`config.mk`:
```
export PLATFORM = sky130hd
export DESIGN_NAME = branch_predictor
export DESIGN_NICKNAME = d
export VERILOG_FILES = /design/src/rtl/branch_predictor_pkg.sv /design/src/rtl/branch_predictor_btb.sv /design/src/rtl/branch_predictor.sv
export SDC_FILE = /design/constraint.sdc
export NUM_CORES = 2
export LEC_CHECK = 0
export ABC_AREA = 0
export BUFFER_PORTS_ARGS = -buffer_cell sky130_fd_sc_hd__buf_2
export CAP_MARGIN = 20
export CORE_ASPECT_RATIO = 1.4
export CORE_MARGIN = 4
export CORE_UTILIZATION = 40
export CTS_BUF_LIST = sky130_fd_sc_hd__clkbuf_16
export CTS_CLUSTER_SIZE = 20
export DETAILED_ROUTE_END_ITERATION = 6
export PLACE_DENSITY_LB_ADDON = 0.3
export SYNTH_ARGS = -nofsm -noshare
export SYNTH_HDL_FRONTEND = slang
export SYNTH_SLANG_ARGS = --single-unit
export TNS_END_PERCENT = 50
```
`constraint.sdc`:
```
create_clock -name clk -period 6.4 [get_ports clk]
set_input_delay 0.96 -clock clk [delete_from_list [all_inputs] [get_ports clk]]
set_output_delay 0.96 -clock clk [all_outputs]
set_load 0.03 [all_outputs]
```
`src/rtl/branch_predictor_pkg.sv`:
```
// Shared types and defaults for the fetch-stage branch predictor.
package branch_predictor_pkg;

   // 2-bit saturating direction counter; bit 1 is the taken prediction
   typedef enum logic [1:0] {
      SNT = 2'b00,
      WNT = 2'b01,
      WT  = 2'b10,
      ST  = 2'b11
   } sat_ctr_t;

   localparam int PHT_IDX_W_DEF = 8;
   localparam int BTB_IDX_W_DEF = 5;
   localparam int GHR_W_DEF     = 8;

   // Next counter value after one resolved outcome; saturates at both ends
   function automatic sat_ctr_t sat_next(input sat_ctr_t c, input logic taken);
      sat_ctr_t r;
      r = c;
      unique case (c)
         SNT: r = taken ? WNT : SNT;
         WNT: r = taken ? WT  : SNT;
         WT:  r = taken ? ST  : WNT;
         ST:  r = taken ? ST  : WT;
         default: r = c;
      endcase
      return r;
   endfunction

endpackage

```
`src/rtl/branch_predictor_btb.sv`:
```
// Direct-mapped branch target buffer: combinational read, single write port.
// Only the valid bits are reset; tag/target contents are don't-care until valid.
module branch_predictor_btb
   import branch_predictor_pkg::*;
#(
   parameter int IDX_W = BTB_IDX_W_DEF
) (
   input  logic        clk,
   input  logic        rst_n,
   input  logic [31:0] rd_pc,
   output logic        rd_hit,
   output logic [31:0] rd_target,
   input  logic        we,
   input  logic [31:0] wr_pc,
   input  logic [31:0] wr_target
);

   localparam int TAG_W = 30 - IDX_W;
   localparam int N     = 1 << IDX_W;

   logic [N-1:0]     vld;
   logic [TAG_W-1:0] tag [N];
   logic [31:0]      tgt [N];

   logic [IDX_W-1:0] rd_idx, wr_idx;
   logic [TAG_W-1:0] rd_tag, wr_tag;

   assign rd_idx = rd_pc[IDX_W+1:2];
   assign rd_tag = rd_pc[31:IDX_W+2];
   assign wr_idx = wr_pc[IDX_W+1:2];
   assign wr_tag = wr_pc[31:IDX_W+2];

   assign rd_hit    = vld[rd_idx] && (tag[rd_idx] == rd_tag);
   assign rd_target = tgt[rd_idx];

   // PCs are word aligned; the byte-offset bits carry no information here
   logic unused_ofs;
   assign unused_ofs = ^{rd_pc[1:0], wr_pc[1:0]};

   // Valid bits: cleared by reset, set on every allocation
   always_ff @(posedge clk or negedge rst_n) begin
      if (!rst_n)  vld         <= '0;
      else if (we) vld[wr_idx] <= 1'b1;
   end

   // Tag/target payload, overwritten on allocation
   always_ff @(posedge clk) begin
      if (we) begin
         tag[wr_idx] <= wr_tag;
         tgt[wr_idx] <= wr_target;
      end
   end

endmodule

```
`src/rtl/branch_predictor.sv`:
```
// Fetch-stage direction predictor (2-bit PHT) plus BTB, trained by EXE.
// Optional gshare indexing with speculative global history is enabled by
// defining BRANCH_PRED_GSHARE_EN; otherwise the predictor is bimodal and
// pred_ghr is tied to zero.
module branch_predictor
   import branch_predictor_pkg::*;
#(
   parameter int PHT_IDX_W = PHT_IDX_W_DEF,
   parameter int BTB_IDX_W = BTB_IDX_W_DEF,
   parameter int GHR_W     = GHR_W_DEF
) (
   input  logic                 clk,
   input  logic                 rst_n,
   input  logic                 if_valid,
   input  logic [31:0]          if_pc,
   output logic                 pred_taken,
   output logic [31:0]          pred_target,
   output logic [PHT_IDX_W-1:0] pred_idx,
   output logic [GHR_W-1:0]     pred_ghr,
   input  logic                 ex_valid,
   input  logic [31:0]          ex_pc,
   input  logic                 ex_taken,
   input  logic [31:0]          ex_target,
   input  logic [PHT_IDX_W-1:0] ex_idx,
   input  logic [GHR_W-1:0]     ex_ghr,
   input  logic                 ex_mispredict
);

   localparam int PHT_N = 1 << PHT_IDX_W;

   sat_ctr_t             pht [PHT_N];
   logic                 btb_hit;
   logic [31:0]          btb_target;
   logic [PHT_IDX_W-1:0] lk_idx;

   // Only taken branches allocate; a not-taken outcome leaves the BTB alone
   branch_predictor_btb #(.IDX_W(BTB_IDX_W)) u_btb (
      .clk       (clk),
      .rst_n     (rst_n),
      .rd_pc     (if_pc),
      .rd_hit    (btb_hit),
      .rd_target (btb_target),
      .we        (ex_valid && ex_taken),
      .wr_pc     (ex_pc),
      .wr_target (ex_target)
   );

`ifdef BRANCH_PRED_GSHARE_EN
   logic [GHR_W-1:0] ghr;

   assign lk_idx   = if_pc[PHT_IDX_W+1:2] ^ PHT_IDX_W'(ghr);
   assign pred_ghr = ghr;

   // Speculative history; a mispredict rebuilds it from the EXE snapshot
   always_ff @(posedge clk or negedge rst_n) begin
      if (!rst_n)                     ghr <= '0;
      else if (ex_valid && ex_mispredict) ghr <= {ex_ghr[GHR_W-2:0], ex_taken};
      else if (if_valid && btb_hit)   ghr <= {ghr[GHR_W-2:0], pred_taken};
   end
`else
   assign lk_idx   = if_pc[PHT_IDX_W+1:2];
   assign pred_ghr = '0;

   // History inputs have no consumer in the bimodal build
   logic unused_hist;
   assign unused_hist = ^{if_valid, ex_ghr, ex_mispredict};
`endif

   // Lookup reads flop state only, so a same-cycle update is seen next cycle
   assign pred_idx    = lk_idx;
   assign pred_taken  = btb_hit && pht[lk_idx][1];
   assign pred_target = pred_taken ? btb_target : (if_pc + 32'd4);

   // Direction counters: reset to weakly-not-taken, trained by EXE outcome
   always_ff @(posedge clk or negedge rst_n) begin
      if (!rst_n) begin
         for (int i = 0; i < PHT_N; i++) pht[i] <= WNT;
      end else if (ex_valid) begin
         pht[ex_idx] <= sat_next(pht[ex_idx], ex_taken);
      end
   end

endmodule

```
==> run summary <==
The dominant combinational cell family by area after synthesis was multiplexers. For the total leakage power, the log shows 0.03688 uW. For this design, the sink count on the clock tree is 2368. The count of nets left with antenna violations once routing finished came out at 0. The minimum clock period after layout came out at 6.259 ns. The die covers 251700 um2. The via count of the first global-routing pass is 55636. The overall die width was 425.1 um; the source-to-sink clock delay at the later pin of the worst-skew pair was 0.85 ns.

The kind of start point of the critical path is an input pin. Counting every instance in the synthesized netlist gives 5564. The maximum clock rate was 159.8 MHz; the final critical-path share of the clock period was 97.79%. The first-pass detailed-route iteration total is 6.

STA classifies the critical path endpoint as a primary output. The logs give 52.4% for the sequential fraction of design power and 282300 um for the post-detailed-routing wire length. After synthesis, the cell types taking the most area are edfxtp_1, mux4_2, dfrtp_1. The worst hold path class was in -> async. The hold violation total from the final report came out at 0. Highest fanout seen on the critical path: 34. The Yosys step of the flow raised 0 warnings. The critical path in this run is classified as in -> out. In this run the power spent charging and discharging nets is 7165 uW. The tools report the largest voltage drop on the vdd net as 0.3399 mV. The longest clock path from root to sink contains 4 buffers.

For this design the ratio of total power to cell area is 290.4 nW/um2. Net switching is 22.19% of the power. The DRC violation count after routing is 0. Cell chosen for the clock root: clkbuf_16. With fillers left out, the area of the finished cells amounts to 111200 um2. The run finished with clean final reports.

The initialized floorplan defines 214 standard-cell rows. The most used flip-flop cell after synthesis is edfxtp_1. Summing over every cut layer, the via total after detailed routing is 54394.

Summing every instance area after synthesis gives 97440 um2. The clock slew at the register clock pins of the worst setup and hold paths is 0.06 ns, and the global placement routability congestion is 0.8450. The run gives 222 as the TritonCTS buffer count. Setup repair after global routing left no endpoint under its margin.

The tools report the maximum number of pins on one net before global-route repair as 170. Setup violations remaining at the end of the flow were counted as 0. The first global-routing pass estimated 405500 um of wire. The sequential share of the synthesized area was 70.51%; the final hold slack was 0.1808 ns. The run gives 5.30 ns as the worst endpoint data arrival time. The core region is 242600 um2. Effective utilization at floorplan: 40.17%. Summing the areas of all compound-gate instances in the mapped netlist gives 4.289% of the synthesized area. The run gives 5939 as the initial detailed-routing violation count. The share of flip-flops with an asynchronous set or reset is 22.97%.

Combinational cells account for 6.1% of the total power. Routed via count divided by cell count: 5.847. For the pin with the worst max-slew slack, the measured transition is 1.146 ns.

Across the run, the number of max-cap violations was 0. Cell taking the most area after synthesis: edfxtp_1. The share of layout cells above drive strength 1 was 29.87%; the count of flip-flops with a built-in enable after synthesis was 1824. The logs give 5.44 ns for the data required time at the worst endpoint and 41.5% for the power share of the clock group. The top cell type's share of synthesized area works out to 56.21%.

The tools report the total half-perimeter wirelength after legalization and detailed placement as 164000 um. For this run the aggregate overflow at the end of global routing stands at 0. Of the total synthesized cell area, the portion taken by AND, OR, NAND and NOR gates is 5.126%.

After Yosys synthesis, XOR and XNOR cells account for 0.4045% of the synthesized area. Fill cells in the final layout number 20799. The adder and majority gate portion of the synthesized area is 0.02440%, and the post-route total power is 32280 uW. The synthesized design contains 2368 register bits.

A synthesized cell averages 17.51 um2. The clock skew after layout was 0.06307 ns; the layout net count was 5987. TritonCTS built the clock tree.

The number of antenna violations at the first check in global routing is 34. The area growth from synthesis to layout is 14.07%. For this run, the total global-route usage over all layers was measured as 22.28%.

The run gives 0 as the max-slew violation count. The average wire length per cell after detail routing was 30.35 um. The die outline height was 592 um; the count of boundary I/O pins was 167. The mux contribution to synthesized area is 17.97%, and the number of H-tree levels is 4. The tools report the internal power as 25120 uW. Headroom to the max-slew limit came out at 23.40%. Once placement finished, the instance area stood at 103800 um2. In this run the tool buffered the top-level ports with 146 buffer cells. Counting distinct cell types in the post-synthesis netlist gives 65.
worst max-delay path, stage by stage:
cell and delay [ns]:
buf_8 0.35, buf_12 0.34, buf_4 0.27, mux4_2 0.24, nor2_1 0.04, a2111oi_0 0.57
a31oi_1 0.11, a31oi_1 0.39, a311oi_1 0.16, buf_4 0.18, nor3_1 0.22, nand4_1 0.20
buf_4 0.21, buf_12 0.18, a211oi_1 0.30, buf_4 0.20, a21oi_1 0.09, buf_2 0.22
cell families (layout without fill, tap and decap cells):
kind of cell | count (synthesis) | in the layout
XOR/XNOR | 45 | 45
multiplexers | 855 | 855
other | 1 | 19
buffers and inverters | 353 | 834
flip-flops | 2368 | 2368
AO/OA/AOI/OAI | 743 | 743
AND/OR/NAND/NOR | 1197 | 1197
adder cells (fa/ha/maj) | 2 | 2
registers in the layout, indices dropped and copies added (netlist names):
signal     count
u_btb.tgt   1024
u_btb.tag    800
pht          512
u_btb.vld     32
stage by stage:
| stage | instances | utilization, % | setup WS, ns | setup TNS (ns) |
|---|---|---|---|---|
| floorplan | 5571 | - | 0.7126 | 0 |
| global placement | 8880 | 42.76 | -0.2199 | -0.2199 |
| detailed placement | 8882 | 42.78 | -0.1268 | -0.1268 |
| CTS | 9290 | 45.79 | 0.1327 | 0 |
| global route | 9295 | 45.81 | 0.03056 | 0 |
| finish | 9303 | 45.82 | 0.1412 | 0 |
cell usage after synthesis, types with 102 or more instances:
cell type,count
o21ai_1,241
buf_2,102
o21ai_0,304
edfxtp_1,1824
mux2i_1,135
nor2_1,115
dfrtp_1,288
dfstp_2,256
mux4_2,715
nand2_1,870
clkbuf_1,164
metal layers:
metal	vias up	GRT usage (%)	wire length (um)	share of wire [%]
li1	22605	-	-	-
met1	28949	28.15	105500	37
met2	2230	38.47	144000	51
met3	588	3.573	19830	7.0
met4	22	8.973	12870	4.6
met5	-	0	136	0.048
layout make-up:
class | instances | area (um2) | area share, %
Sequential cell | 2368 | 68710 | 61.81
Multi-Input combinational cell | 2850 | 27420 | 24.67
Clock buffer | 225 | 5630 | 5.065
Tap cell | 3240 | 4054 | 3.647
Timing Repair Buffer | 414 | 3591 | 3.231
Clock inverter | 183 | 1670 | 1.503
Inverter | 12 | 55.05 | 0.04953
Antenna cell | 11 | 27.53 | 0.02476
what timing repair did:
action,CTS,global route
hold buffers,0,0
cloned,0,1
setup buffers,0,0
gates resized for setup,2,2
endpoints found under the setup margin,1,8
worst paths after layout:
path                                from              end  slack (ns)  depth (start not counted)
worst max-delay path            if_pc[3]  pred_target[10]        0.14                         18
worst min register to register   pht[82]          pht[82]        0.46                          2
max in group asynchronous          rst_n         pht[447]        4.78                          2
min in group clk                 pht[82]          pht[82]        0.46                          2
worst min-delay path               rst_n         pht[195]        0.18                          1
worst max register to register  pht[485]         pht[476]        2.57                          9
power by group through the flow:
stage / Combinational (uW) / Sequential, uW / Clock [uW]
after global placement: 1950 / 17200 / 0
after global routing: 2100 / 16900 / 14200
after floorplan: 1130 / 17200 / 0
after detailed placement: 1980 / 17200 / 0
after CTS: 1980 / 16900 / 13600
final: 1970 / 16900 / 13400
cells in the final DEF (no fill, tap or decap), types with 29 or more instances in the layout:
master     synthesis  layout
a211oi_1          31      29
a21oi_1           36      36
a22oi_1           39      39
buf_12             0      60
buf_2            102     137
buf_4             28     209
clkbuf_16          0     226
clkinv_1           1      36
clkinv_2           0      40
dfrtp_1          288     288
dfstp_2          256     256
edfxtp_1        1824    1824
inv_1             11      44
mux2i_1          135     135
mux4_2           715     715
nand2_1          870     870
nand3_1           39      39
nor2_1           115      82
nor2_4             0      32
o21ai_0          304     304
o21ai_1          241     240
or2_2             32      32
No activity file was read; power rests on OpenSTA's default activity.
